--- config.mk ---
export PLATFORM = sky130hd
export DESIGN_NAME = pipe_hazard_ctrl
export DESIGN_NICKNAME = d
export VERILOG_FILES = /design/src/rtl/pipe_hazard_ctrl_pkg.sv /design/src/rtl/pipe_hazard_ctrl_sat_counter.sv /design/src/rtl/pipe_hazard_ctrl.sv
export SDC_FILE = /design/constraint.sdc
export NUM_CORES = 1
export LEC_CHECK = 0
export BUFFER_PORTS_ARGS = -buffer_cell sky130_fd_sc_hd__buf_2
export CORE_UTILIZATION = 30
export DETAILED_ROUTE_END_ITERATION = 8
export GPL_TIMING_DRIVEN = 0
export PLACE_DENSITY = 0.61
export SLEW_MARGIN = 40
export SYNTH_ARGS = -nofsm -noshare
export SYNTH_HDL_FRONTEND = slang
export SYNTH_HIERARCHICAL = 1
export SYNTH_SLANG_ARGS = --single-unit
export TNS_END_PERCENT = 5
--- constraint.sdc ---
create_clock -name CLK -period 3.58 [get_ports CLK]
set_input_delay 0.179 -clock CLK [delete_from_list [all_inputs] [get_ports CLK]]
set_output_delay 0.179 -clock CLK [all_outputs]
set_load 0.05 [all_outputs]
--- src/rtl/pipe_hazard_ctrl_pkg.sv ---
// Shared encodings for the pipeline hazard controller: bypass selects,
// sequencing states and the hardwired-zero register number.
package pipe_hazard_ctrl_pkg;

  typedef enum logic [1:0] {
    FWD_RF = 2'b00,
    FWD_W  = 2'b01,
    FWD_M  = 2'b10
  } fwd_sel_e;

  typedef enum logic {
    ST_RUN      = 1'b0,
    ST_MEM_WAIT = 1'b1
  } ctrl_state_e;

  localparam logic [4:0] REG_ZERO = 5'd0;

  // A producer only matters when it writes a real register; $0 never carries data.
  function automatic logic reg_match(input logic       we,
                                     input logic [4:0] dst,
                                     input logic [4:0] src);
    return we && (dst != REG_ZERO) && (dst == src);
  endfunction

endpackage

--- src/rtl/pipe_hazard_ctrl_sat_counter.sv ---
// Saturating event counter with synchronous clear that wins over increment.
module sat_counter #(
  parameter int W = 32
) (
  input  logic         CLK,
  input  logic         reset,
  input  logic         inc_i,
  input  logic         clr_i,
  output logic [W-1:0] cnt_o
);

  logic [W-1:0] cnt_q, cnt_d;

  always_comb begin
    cnt_d = cnt_q;
    if (clr_i) begin
      cnt_d = '0;
    end else if (inc_i && (cnt_q != '1)) begin
      cnt_d = cnt_q + W'(1);
    end
  end

  always_ff @(posedge CLK or negedge reset) begin
    if (!reset) cnt_q <= '0;
    else        cnt_q <= cnt_d;
  end

  assign cnt_o = cnt_q;

endmodule

--- src/rtl/pipe_hazard_ctrl.sv ---
// Hazard/sequencing controller for the 5-stage pipeline: bypass selects,
// load-use/branch stalls, memory-wait freeze with watchdog, perf counters.
module pipe_hazard_ctrl
  import pipe_hazard_ctrl_pkg::*;
#(
  parameter int MEM_TIMEOUT = 16,
  parameter int CNT_W       = 32
) (
  input  logic             CLK,
  input  logic             reset,
  input  logic [4:0]       RsD,
  input  logic [4:0]       RtD,
  input  logic [4:0]       RsE,
  input  logic [4:0]       RtE,
  input  logic [4:0]       WriteRegE,
  input  logic [4:0]       WriteRegM,
  input  logic [4:0]       WriteRegW,
  input  logic             RegWriteE,
  input  logic             RegWriteM,
  input  logic             RegWriteW,
  input  logic             MemtoRegE,
  input  logic             MemtoRegM,
  input  logic             MemWriteM,
  input  logic             BranchD,
  input  logic             PCSrcD,
  input  logic             JumpD,
  input  logic             DmemReadyM,
  input  logic             CntClr,
  output logic             StallF,
  output logic             StallD,
  output logic             StallE,
  output logic             StallM,
  output logic             FlushD,
  output logic             FlushE,
  output logic             FlushW,
  output logic             ForwardAD,
  output logic             ForwardBD,
  output logic [1:0]       ForwardAE,
  output logic [1:0]       ForwardBE,
  output logic             MemErr,
  output logic [CNT_W-1:0] StallCnt,
  output logic [CNT_W-1:0] FlushCnt
);

  localparam int              WC_W   = $clog2(MEM_TIMEOUT + 1);
  localparam logic [WC_W-1:0] WC_MAX = WC_W'(MEM_TIMEOUT);

  ctrl_state_e     state_q, state_d;
  logic [WC_W-1:0] waitcnt_q, waitcnt_d;
  logic            memerr_q, memerr_d;

  logic     mem_acc, lwstall, brstall, memstall;
  fwd_sel_e fwd_ae, fwd_be;

  assign mem_acc = MemtoRegM | MemWriteM;

  assign lwstall = reg_match(MemtoRegE, RtE, RsD) | reg_match(MemtoRegE, RtE, RtD);

  assign brstall = BranchD &
                   (reg_match(RegWriteE, WriteRegE, RsD) | reg_match(RegWriteE, WriteRegE, RtD) |
                    reg_match(MemtoRegM, WriteRegM, RsD) | reg_match(MemtoRegM, WriteRegM, RtD));

  // The access cycle itself stalls in RUN; MEM_WAIT keeps stalling until ready or watchdog.
  assign memstall = ((state_q == ST_RUN) && mem_acc && !DmemReadyM) ||
                    ((state_q == ST_MEM_WAIT) && !DmemReadyM && (waitcnt_q < WC_MAX));

  always_comb begin
    fwd_ae = FWD_RF;
    if (reg_match(RegWriteM, WriteRegM, RsE))      fwd_ae = FWD_M;
    else if (reg_match(RegWriteW, WriteRegW, RsE)) fwd_ae = FWD_W;
    fwd_be = FWD_RF;
    if (reg_match(RegWriteM, WriteRegM, RtE))      fwd_be = FWD_M;
    else if (reg_match(RegWriteW, WriteRegW, RtE)) fwd_be = FWD_W;
  end

  always_comb begin
    StallF    = 1'b0;
    StallD    = 1'b0;
    StallE    = 1'b0;
    StallM    = 1'b0;
    FlushD    = 1'b0;
    FlushE    = 1'b0;
    FlushW    = 1'b0;
    ForwardAD = 1'b0;
    ForwardBD = 1'b0;
    ForwardAE = FWD_RF;
    ForwardBE = FWD_RF;
    if (reset) begin
      ForwardAD = reg_match(RegWriteM, WriteRegM, RsD);
      ForwardBD = reg_match(RegWriteM, WriteRegM, RtD);
      ForwardAE = fwd_ae;
      ForwardBE = fwd_be;
      if (memstall) begin
        StallF = 1'b1;
        StallD = 1'b1;
        StallE = 1'b1;
        StallM = 1'b1;
        FlushW = 1'b1;
      end else if (lwstall || brstall) begin
        StallF = 1'b1;
        StallD = 1'b1;
        FlushE = 1'b1;
      end else if (PCSrcD || JumpD) begin
        FlushD = 1'b1;
      end
    end
  end

  always_comb begin
    state_d   = state_q;
    waitcnt_d = waitcnt_q;
    memerr_d  = memerr_q;
    case (state_q)
      ST_RUN: begin
        if (mem_acc && !DmemReadyM) begin
          state_d   = ST_MEM_WAIT;
          waitcnt_d = WC_W'(1);
        end
      end
      ST_MEM_WAIT: begin
        if (DmemReadyM) begin
          state_d   = ST_RUN;
          waitcnt_d = '0;
        end else if (waitcnt_q < WC_MAX) begin
          waitcnt_d = waitcnt_q + WC_W'(1);
        end else begin
          state_d   = ST_RUN;
          waitcnt_d = '0;
          memerr_d  = 1'b1;
        end
      end
      default: begin
        state_d   = ST_RUN;
        waitcnt_d = '0;
      end
    endcase
  end

  always_ff @(posedge CLK or negedge reset) begin
    if (!reset) begin
      state_q   <= ST_RUN;
      waitcnt_q <= '0;
      memerr_q  <= 1'b0;
    end else begin
      state_q   <= state_d;
      waitcnt_q <= waitcnt_d;
      memerr_q  <= memerr_d;
    end
  end

  assign MemErr = memerr_q;

  sat_counter #(.W(CNT_W)) u_stall_cnt (
    .CLK   (CLK),
    .reset (reset),
    .inc_i (StallF),
    .clr_i (CntClr),
    .cnt_o (StallCnt)
  );

  sat_counter #(.W(CNT_W)) u_flush_cnt (
    .CLK   (CLK),
    .reset (reset),
    .inc_i (FlushD | FlushE),
    .clr_i (CntClr),
    .cnt_o (FlushCnt)
  );

endmodule

==> impl_metrics.tcl <==
set metrics [dict create \
    power_per_cell_area_nw_per_um2 324 \
    intPower_mw 1.45 \
    terminus_of_the_critical_flop_to_flop_path "u_stall_cnt/cnt_o[31]" \
    power_frac_comb 0.127 \
    r2r_start "state_q" \
    worstSetupEndpointType "register" \
    remaining_drcs 0 \
    yosysTopAreaCellShare 0.367 \
    ctsLongestPathBuffers 2 \
    placement.cell_area_sq_um 5710 \
    yosys.area.top_type "dfrtp_1" \
    die_width_microns 129 \
    power_mw 1.95 \
    latest_clock_arrival_within_the_worst_skew_pair_ns 0.33 \
    timing.clock.skew_ns 0.00296 \
    place_congestion 0.821 \
    net_switching_power_mw 0.503 \
    postSynthCellCount 540 \
    startpoint "reset" \
    synth-seq-cells 71 \
    grt_pass1_wl_microns 21100 \
    insertedDiodeCount 0 \
    syn2layout_area_growth_pct 24.5 \
    grt_max_degree 44 \
    synth_sequential_area_ratio 0.367 \
    worst-r2r-setup-slack_ns 0.49 \
    overflow 0 \
    worst_slew_pin_tran_ns 0.683 \
    tritoncts.num_buffers 9 \
    die_area_sq_um 16600 \
    via_to_cell_ratio 4.99 \
    timing.final.crit_share 0.876 \
    hp-class "primary input to register" \
    startpoint_type "primary input" \
    worst_hold_path.endpoint "MemErr" \
    post-route-cell-area_sq_um 6020 \
    critical_path_peak_fanout 43 \
    dpl.hpwl_microns 9600 \
    gr-usage-all-layers 0.162 \
    cp_data_required_time_ns 3.80 \
    clock_input_transition_at_the_sequential_cells_of_the_worst_setup_and_hold_paths_ns 0.06 \
    unrepaired_setup_endpoints_after_global_routing "false" \
    synth.distinct_cells 54 \
    holdPathStages 2 \
    synth_top_cells_by_area "dfrtp_1 37%, xnor2_1 9.4%, nor2_1 4.7%, xor2_1 4.5%, nand3_1 3.5%" \
    dp.cells 872 \
    worst_ir_drop_vdd_mv 0.248 \
    share_of_post_route_cells_with_drive_strength_above_1 0.275 \
    placement_rows 46 \
    pwr-share-seq 0.421 \
    io-pin-count 126 \
    synth_ff_type "dfrtp_1" \
    period_minus_slack_ns 3.14 \
    yosys_warnings 6 \
    criticalPathCategory "primary input to register" \
    core-area_sq_um 15800 \
    fillCellCount 1624 \
    routed_wl_microns 12900 \
    drt_first_pass_iters 4 \
    run_status "finished, final reports clean" \
    synth_async_sr_flop_share 1.00 \
    maxCapViolations 0 \
    number_of_enable_type_register_cells_in_the_synthesized_netlist 0 \
    cts_tree "built" \
    leakagePower_nw 2.67 \
    cts_post_setup_buffers_inserted 0 \
    clock.fmax_mhz 319 \
    floorplan.initialDensity 0.306 \
    hold_path.startpoint "DmemReadyM" \
    detail_route.iter0.violations 214 \
    fin_worst_hold_slack_ns 0.0922 \
    swShare 0.258 \
    synthesis.area_sq_um 4840 \
    post-route-worst-setup-slack_ns 0.443 \
    setup_violations 0 \
    cp.arrival_ns 3.36 \
    cts_root_buffer "clkbuf_16" \
    first_global_vias 4137 \
    detail-route-antenna-nets 0 \
    wire_per_inst_microns 14.5 \
    syn_area_per_cell_sq_um 8.96 \
    die_height_microns 129 \
    tritoncts_num_sinks 71 \
    finalNetCount 719 \
    route.vias.total 4435 \
    place_worst_setup_slack_ns 0.304 \
    worst_r2r_path_depth 10 \
    timing_max_transition_violations_final 0 \
    final_cells 889 \
    portBuffers 115 \
    hold_viol_final 0 \
    totalNegativeSetupSlack_ns 0 \
    clock_tree.htree_level_count 3 \
    power.share.clock 0.452 \
    net_count_after_synthesis 591 \
    max_slew_margin 0.541 \
    post-route-util 0.380 \
    antenna_found_initial 0 \
]
[Yosys cell counts (all sizes together) (3+ instances only)]
cell,n
dfrtp,71
nor2,60
xnor2,52
nand3,36
nand2,34
xor2,25
a21oi,23
buf,19
nor4,19
and3,18
inv,14
nand4,14
nor3,13
mux2,12
nor2b,12
o21ai,12
or3,11
a211oi,10
and2,10
clkbuf,9
or4,9
o31ai,7
a21o,6
a31oi,5
nand2b,5
a31o,4
ha,3
[cell type report]
class                           instances  area (sq um)  area share
Multi-Input combinational cell        427          2870       0.477
Clock inverter                          2          12.5     0.00208
Tap cell                              216           270      0.0449
Sequential cell                        71          1780       0.295
Inverter                               14          52.6     0.00873
Timing Repair Buffer                  117           612       0.102
Clock buffer                           14           284      0.0472
Buffer                                 28           141      0.0235
[sequential cells by signal, summed over array words and instances, names as in the netlist]
signal / count
u_flush_cnt/cnt_o: 32
u_stall_cnt/cnt_o: 32
waitcnt_q: 5
MemErr: 1
state_q: 1
[placed cells by master, fill, tap and decap left out, drive strengths merged, types with 3 or more instances in the layout]
cell type	instances
a211oi	10
a21o	6
a21oi	23
a31o	4
a31oi	5
and2	10
and3	18
buf	135
clkbuf	23
dfrtp	71
ha	3
inv	14
mux2	12
nand2	34
nand2b	5
nand3	36
nand4	14
nor2	60
nor2b	12
nor3	13
nor4	19
o21ai	12
o31ai	7
or3	11
or4	9
xnor2	52
xor2	25
[critical path: stages]
cell and delay, ns:
dlygate4sd3_1 0.54, buf_6 0.35, buf_12 0.28, nand2b_1 0.13
a31oi_1 0.33, and3_1 0.32, nand4_1 0.13, a21o_1 0.17
buf_2 0.18, nor4_1 0.32, mux2_2 0.37
[power groups by stage]
| stage | Combinational [mW] | Clock, mW | Sequential, mW |
|---|---|---|---|
| after floorplan | 0.141 | 0 | 0.846 |
| after global routing | 0.275 | 0.941 | 0.821 |
| after CTS | 0.250 | 0.912 | 0.820 |
| after detailed placement | 0.248 | 0 | 0.834 |
| after global placement | 0.242 | 0 | 0.834 |
| final | 0.248 | 0.882 | 0.820 |
[logic make-up after synthesis]
| kind of cell | Yosys count | synth area share |
|---|---|---|
| DFF | 71 | 0.367 |
| buffers and inverters | 42 | 0.0401 |
| AOI/OAI and AO/OA | 83 | 0.121 |
| xor gates and xnor gates | 77 | 0.139 |
| muxes | 14 | 0.0336 |
| adders and majority gates | 3 | 0.00776 |
| and+or+nand+nor | 250 | 0.291 |
[layer usage]
metal | GRT usage | share of wire
met3 | 0.0466 | 0.058
met1 | 0.213 | 0.48
met4 | 0.0401 | 0.0083
met2 | 0.259 | 0.46
met5 | 0 | 0
[worst max path at each step]
stage	to	slack, ns
5_1_grt	u_flush_cnt/cnt_o[31]	0.20
3_5_place_dp	u_stall_cnt/cnt_o[31]	0.30
2_1_floorplan	u_stall_cnt/cnt_o[31]	0.53
4_1_cts	u_stall_cnt/cnt_o[31]	0.27
6_report	u_flush_cnt/cnt_o[31]	0.44
3_3_place_gp	u_flush_cnt/cnt_o[31]	-0.34
[repair_timing]
item	4_1_cts	5_1_grt
hold buffers	1	0
endpoints found under the hold margin	39	0
resized for setup	0	1
endpoints found under the setup margin	0	3
Note: power is estimated with default switching activity, not from simulation.
